**src/rtl/hazard_unit.sv**
```systemverilog
// rtl/hazard_unit.sv - pipeline stall/flush controller for the 5-stage MIPS core
module hazard_unit #(
    parameter int CNT_W   = 32,
    parameter int TIMEOUT = 256
) (
    input  logic             CLK,
    input  logic             nRST,
    input  logic             ihit,
    input  logic             dhit,
    input  logic             dREQMEM,
    input  logic             haltMEM,
    input  logic [4:0]       rsID,
    input  logic [4:0]       rtID,
    input  logic             usesRtID,
    input  logic [4:0]       destEX,
    input  logic             wenEX,
    input  logic             memReadEX,
    input  logic             brTakenEX,
    output logic             pcEn,
    output logic             ifidEn,
    output logic             idexEn,
    output logic             exmemEn,
    output logic             memwbEn,
    output logic             ifidFlush,
    output logic             idexFlush,
    output logic             exmemFlush,
    output logic             memwbFlush,
    output logic [CNT_W-1:0] stallCnt,
    output logic             memTimeout
);

    localparam int WAIT_W = (TIMEOUT > 1) ? $clog2(TIMEOUT) : 1;
    localparam logic [WAIT_W-1:0] WAIT_MAX = WAIT_W'(TIMEOUT - 1);

    typedef enum logic [1:0] {
        RUN     = 2'd0,
        MEMWAIT = 2'd1,
        HALT    = 2'd2
    } state_t;

    state_t            state, nextState;
    logic [WAIT_W-1:0] waitCnt;
    logic              memStall;
    logic              ldUse;
    logic              waiting;

    assign memStall = dREQMEM & ~dhit;
    assign ldUse    = memReadEX & wenEX & (destEX != 5'd0) &
                      ((destEX == rsID) | (usesRtID & (destEX == rtID)));
    // The stalled cycle that enters MEMWAIT already counts toward the watchdog.
    assign waiting  = memStall & ~haltMEM & (state != HALT);

    always_ff @(posedge CLK) begin
        if (!nRST) begin
            state <= RUN;
        end else begin
            state <= nextState;
        end
    end

    always_comb begin
        nextState = state;
        case (state)
            RUN, MEMWAIT: begin
                if (haltMEM) begin
                    nextState = HALT;
                end else if (memStall) begin
                    nextState = MEMWAIT;
                end else begin
                    nextState = RUN;
                end
            end
            HALT:    nextState = HALT;
            default: nextState = RUN;
        endcase
    end

    always_comb begin
        pcEn       = 1'b0;
        ifidEn     = 1'b0;
        idexEn     = 1'b0;
        exmemEn    = 1'b0;
        memwbEn    = 1'b0;
        ifidFlush  = 1'b0;
        idexFlush  = 1'b0;
        exmemFlush = 1'b0;
        memwbFlush = 1'b0;
        if (nRST && (state != HALT) && !haltMEM) begin
            if (memStall) begin
                // A pending redirect stays in the frozen EX/MEM and is honoured once dhit arrives.
                memwbEn    = 1'b1;
                memwbFlush = 1'b1;
            end else if (brTakenEX) begin
                pcEn      = 1'b1;
                ifidEn    = 1'b1;
                idexEn    = 1'b1;
                exmemEn   = 1'b1;
                memwbEn   = 1'b1;
                ifidFlush = 1'b1;
                idexFlush = 1'b1;
            end else if (ldUse) begin
                idexEn    = 1'b1;
                exmemEn   = 1'b1;
                memwbEn   = 1'b1;
                idexFlush = 1'b1;
            end else if (!ihit) begin
                ifidEn    = 1'b1;
                idexEn    = 1'b1;
                exmemEn   = 1'b1;
                memwbEn   = 1'b1;
                ifidFlush = 1'b1;
            end else begin
                pcEn    = 1'b1;
                ifidEn  = 1'b1;
                idexEn  = 1'b1;
                exmemEn = 1'b1;
                memwbEn = 1'b1;
            end
        end
    end

    always_ff @(posedge CLK) begin
        if (!nRST) begin
            stallCnt   <= '0;
            memTimeout <= 1'b0;
            waitCnt    <= '0;
        end else begin
            if (!pcEn && (state != HALT) && (stallCnt != {CNT_W{1'b1}})) begin
                stallCnt <= stallCnt + CNT_W'(1);
            end
            if (waiting) begin
                if (waitCnt == WAIT_MAX) begin
                    memTimeout <= 1'b1;
                end else begin
                    waitCnt <= waitCnt + WAIT_W'(1);
                end
            end else begin
                waitCnt <= '0;
            end
        end
    end

endmodule

```
**config.mk**
```make
export PLATFORM = sky130hd
export DESIGN_NAME = hazard_unit
export DESIGN_NICKNAME = d
export VERILOG_FILES = /design/src/rtl/hazard_unit.sv
export SDC_FILE = /design/constraint.sdc
export NUM_CORES = 1
export LEC_CHECK = 0
export ABC_AREA = 1
export BUFFER_PORTS_ARGS = -buffer_cell sky130_fd_sc_hd__buf_2
export CAP_MARGIN = 20
export CORE_MARGIN = 2
export CORE_UTILIZATION = 33
export CTS_CLUSTER_DIAMETER = 50
export DETAILED_ROUTE_END_ITERATION = 6
export PLACE_DENSITY = 0.59
export SETUP_SLACK_MARGIN = 0.05
export SYNTH_ARGS = -nofsm -noshare
export SYNTH_HDL_FRONTEND = slang
export SYNTH_SLANG_ARGS = --single-unit
```
**constraint.sdc**
```tcl
create_clock -name CLK -period 1.6 [get_ports CLK]
set_input_delay 0.08 -clock CLK [delete_from_list [all_inputs] [get_ports CLK]]
set_output_delay 0.08 -clock CLK [all_outputs]
set_load 0.05 [all_outputs]
```
=== Word level (Yosys, flattened, before mapping) ===
Cells that the tools add are included.
W data, S select, Z words.

* Register bits: 43
* Input bits: 25
* Output and inout bits: 42
* Logic and storage cells: 60

* Add/sub/neg operators: 2
* Eq/ne operators: 7
* Muxes and demuxes: 26
* Bitwise gates (word level): 10
* Reductions and logical operators: 11

{| class="wikitable"
|+ Operators with widths
! operator !! number
|-
| $add A32 B1 Y32 const B || 1
|-
| $ne A32 B32 Y1 const B || 1
|-
| $mux W1 || 24
|-
| $eq A5 B5 Y1 || 2
|-
| $add A8 B1 Y8 const B || 1
|-
| $eq A8 B8 Y1 const B || 1
|-
| $and A1 B1 Y1 || 7
|-
| $reduce_bool A5 Y1 || 1
|-
| $logic_and A1 B1 Y1 || 4
|-
| $pmux W2 S2 || 1
|-
| $reduce_and A2 Y1 || 2
|-
| $eq A2 B1 Y1 const B || 1
|-
| $eq A2 B2 Y1 const B || 1
|-
| $logic_not A1 Y1 || 2
|-
| $logic_not A2 Y1 || 1
|-
| $mux W2 || 1
|-
| $ne A2 B2 Y1 const B || 1
|-
| $not A1 Y1 || 2
|-
| $reduce_or A2 Y1 || 1
|-
| $or A1 B1 Y1 || 1
|}

=== Longest topological paths before layout ===
* Depth after elaboration: 11
* Depth in mapped cells: 12
* Mapped depth without buffers: 12

=== Least setup slack after synthesis ===
OpenSTA, ideal clock, no wires.

* Path type: flip-flop to flip-flop
* Start: register state[1]
* End: register waitCnt[2]
* Library setup time: 0.086 ns
* Arrival: 2.520 ns
* Data required time: 1.514 ns
* Slack: -1.006 ns
* Stages on the path, launching flop included: 8
* Buffers on the path: 0
* Period minus slack after synthesis: 2.606 ns
* Cell sequence: dfxtp_1 -> inv_1 -> nor2_1 -> nor3_2 -> inv_1 -> nor2_1 -> inv_1 -> a211oi_1

* Longest elaborated chain between the ends: 3

{| class="wikitable"
|+ Ends and longest elaborated chain
! what !! RTL line !! RTL
|-
| from (decl) || 41 || <nowiki>state_t state, nextState;</nowiki>
|-
| from (signal assigned) || 57 || <nowiki>state <= nextState;</nowiki>
|-
| $ne A2 B2 Y1 || 51 || <nowiki>assign waiting = memStall & ~haltMEM & (state != HALT);</nowiki>
|-
| $and A1 B1 Y1 || 51 ||
|-
| $reduce_and A2 Y1 (no source line) || - ||
|-
| to (signal assigned) || 135 || <nowiki>waitCnt <= waitCnt + WAIT_W'(1);</nowiki>
|-
| to (decl) || 42 || <nowiki>logic [WAIT_W-1:0] waitCnt;</nowiki>
|}

No other way between the ends.
A chain may end at the register's enable or synchronous reset.

=== Final worst setup path ===
* Start: register state[1]
* End: register stallCnt[21]

* Longest elaborated chain between the ends: 7

{| class="wikitable"
|+ Ends and longest elaborated chain
! what !! RTL line !! RTL
|-
| $ne A2 B2 Y1 (*) || 88, 128 ||
|-
| $logic_and A1 B1 Y1 (2 in a row) || 88 || <nowiki>if (nRST && (state != HALT) && !haltMEM) begin</nowiki>
|-
| $mux W1 || 88 ||
|-
| $logic_not A1 Y1 || 128 || <nowiki>if (!pcEn && (state != HALT) && (stallCnt != {CNT_W{1'b1}})) begin</nowiki>
|-
| $logic_and A1 B1 Y1 (*) (2 in a row) || 128 ||
|-
| to (signal assigned) || 129 || <nowiki>stallCnt <= stallCnt + CNT_W'(1);</nowiki>
|-
| to (decl) || 28 || <nowiki>output logic [CNT_W-1:0] stallCnt,</nowiki>
|}

Every way passes the cells marked *; elsewhere a longest branch is shown, timed or not.

==> results.md <==
* Status: finished, violations left
* Violated checks: setup timing
* Clk_lat worst skew at approximately 310 ps
* Setup Crit Path Kind: reg -> reg
* Syn. warnings at 0
* Clock buffer depth at 2
* Synth top area share at 0.295
* Hold path cells at 2
* Final Max Slew Viols at 0
* Clock Pin Slew Worst Setup and Hold Paths at about 90 ps
* Post-Layout Cell Count at roughly 730
* CP max FO at 9
* Synth Cell Area at approximately 2900 sq um
* Max IR drop VDD at 0.000318 V
* Largest net degree at the start of global routing at 34
* Fraction of layout cells with a size suffix above 1 at 0.403
* CTS tree: yes
* Final Worst Setup Slack at -144 ps
* Critical path arrival at between 1500 and 2000 ps
* Clock skew at about 11 ps
* Antenna Cells at 0
* Largest family of logic cells by synthesized area: simple AND/OR/NAND/NOR gates
* Die height at a little under 100 um
* Mean Syn Cell Area at ~6.1 sq um
* Synth top area cells: dfxtp_1 (30%), nand2_1 (19%), nand4_1 (9.0%), inv_1 (7.3%), nor2_1 (7.0%)
* Die width at roughly 98 um
* Die area at roughly 9600 sq um
* Post-DR wirelength/cell at ~15 um
* Post-DRT Antenna Nets at 0
* Dpl hpwl at between 7 and 8 mm
* First-pass GRT wire length at between 15 and 20 mm
* Core area at ~8600 sq um
* Design Area, Final at between 4000 and 5000 sq um
* Residual DRC count at 0
* Syn Inst Count at ~480
* P&R area growth vs syn at 60.9%
* Pre-antenna DRT Iters at 6
* Area leader, netlist: dfxtp_1
* Sink Count at 43
* Vias at 3,756
* Netlist cell types at 29
* Class of the worst hold path: in -> reg
* Pwr dens at ~560 nW/um^2
* CP endpoint kind: flop
* Initial antenna violation count at 0
* Max-cap violations at 0
* Req. time, crit path at 1830 ps
* Initial Util at 0.338
* Post-synthesis sequential area ratio at 0.295
* Vias per Instance at roughly 5.1
* Vias in the first global route at 3,556
* # port buffers at 65
* Compound-Gate Fraction of Synth Area at 0.0815
* Fmax at 573 MHz
* Startpoint types: flop
* Leakage at 0.00218 uW
* Fillers at around 830
* # rows at 34
* Syn nets at approximately 510
* CTS Buf Count at 5
* Starting DRT DRC Count at roughly 280
* WL final at 10.7 mm
* Mux cell area share after synthesis at 0
* Pre-CTS WS at -91.6 ps
* Total gr overflow at 0
* Min Tclk post-route at between 1500 and 2000 ps
* Gr usage total at 0.220
* Cell count of the worst reg-to-reg path at 12
* Post-DP Area at approximately 3900 sq um
* Synth Area in Simple Gates at 0.448
* Post-CTS Hold Buffers at 0
* RSZ-0062 raised after global routing: true
* Placed Cells at ~700
* Setup violators final at 37
* FF+latch count, synth at 43
* H-tree Lvls at 2
* Post-Synth Adder-Cell Area at 0.00858
* Final #Nets at between 600 and 700
* Xor-xnor portion of the synthesized cell area at 0.0601
* Gp weighted congestion at 0.986
* Root Buffer Master: clkbuf_8
* Final Hold Viols at 0
* Fin crit share at 1.09
* I/O Pins at 67
[worst paths after layout]
| check | startpoint | to | slack [ps] |
|---|---|---|---|
| hold reg to reg | state[1]$_SDFF_PN0_ | state[0]$_SDFF_PN0_ | 430 |
| hold / removal | haltMEM | state[0]$_SDFF_PN0_ | 20 |
| setup reg to reg | state[1]$_SDFF_PN0_ | stallCnt[21]$_SDFFE_PN0P_ | -140 |
| setup / recovery | state[1]$_SDFF_PN0_ | stallCnt[21]$_SDFFE_PN0P_ | -140 |
[cells in the final DEF, fill, tap and decap left out, types with 3 or more instances in the layout]
master	n
nand2_1	129
buf_4	68
buf_2	58
inv_1	50
nor2_1	48
nand4_1	42
dfxtp_1	24
a21oi_2	19
a21oi_1	18
dfxtp_2	17
xor2_1	14
nand3_1	13
nor3_1	11
nand2_2	10
buf_6	10
nand2_4	9
nor3_2	7
inv_2	6
xnor2_1	6
nand3b_1	6
buf_8	6
buf_12	6
nor2_4	5
clkbuf_8	5
o21ai_0	4
buf_16	4
nor2_2	3
[layer usage]
| layer | routed length, um | up-vias | GRT usage | share of wire |
|---|---|---|---|---|
| li1 | - | 1848 | - | - |
| met1 | 4710 | 1752 | 0.299 | 0.44 |
| met2 | 5080 | 133 | 0.363 | 0.47 |
| met3 | 662 | 23 | 0.0286 | 0.062 |
| met4 | 244 | 0 | 0.0694 | 0.023 |
| met5 | 0 | - | 0 | 0 |
[critical path, stage by stage, from the launching register on]
cell,delay [ps]
dfxtp_2,330
inv_2,70
nor2_4,40
nor3_4,200
inv_2,80
nor2_4,150
nand3_4,100
buf_6,140
nand3_4,90
buf_12,130
buf_12,130
nand2_1,50
a21oi_1,150
[metrics by stage]
step                total power (uW)   util  TNS [ps]  hold slack, ps
floorplan                       1380      -    -18710             159
global placement                1510  0.452      -297             336
detailed placement              1510  0.452     -2000             339
CTS                             2600  0.517     -1770            21.6
global route                    2730  0.543     -6910            31.3
finish                          2640  0.543     -4130            19.5
[logic make-up (layout without fill, tap and decap cells)]
family | Yosys count | after routing
and+or+nand+nor | 291 | 291
buffers and inverters | 76 | 220
AOI/OAI and AO/OA | 46 | 46
DFF | 43 | 43
xor gates and xnor gates | 20 | 20
adders and majority gates | 2 | 2
other | 1 | 1
[flip-flops by register name (all words and copies together) (netlist names)]
| register | count |
|---|---|
| stallCnt | 32 |
| state | 2 |
| memTimeout | 1 |
| waitCnt | 8 |
[cell usage after synthesis]
library cell / n
a211oi_1: 1
a21oi_1: 38
buf_2: 3
buf_4: 5
clkbuf_1: 9
clkinv_1: 1
conb_1: 1
dfxtp_1: 43
ha_1: 2
inv_1: 57
inv_2: 1
nand2_1: 147
nand2_2: 1
nand3_1: 15
nand3_2: 2
nand3b_1: 6
nand4_1: 42
nor2_1: 54
nor2_2: 1
nor2_4: 1
nor3_1: 18
nor3_2: 2
nor3b_1: 1
nor4_1: 1
o21ai_0: 5
o21bai_1: 1
o31ai_1: 1
xnor2_1: 6
xor2_1: 14
[power breakdown]
part           leakage (uW)  switching (uW)  total, uW  internal (uW)
Clock             0.0000636             417        979            562
Sequential         0.000357            16.1       1100           1080
Combinational       0.00175             329        561            233
[final cells by class]
type / count / area, sq um / area share
repair buffers: 153 / 1260 / 0.268
well taps: 108 / 135 / 0.0288
multi-input cells: 360 / 2050 / 0.437
clock inverters: 1 / 30.0 / 0.00640
inverters: 59 / 228 / 0.0485
clock buffers: 7 / 97.6 / 0.0208
flip-flops and latches: 43 / 890 / 0.190
[what timing repair did]
item / in CTS / in global routing
pin swaps: 15 / 36
buffers inserted: 10 / 6
gates resized for setup: 75 / 52
endpoints found under the setup margin: 39 / 41
cloned: 4 / 1
Power figures use the tool's default switching activity.
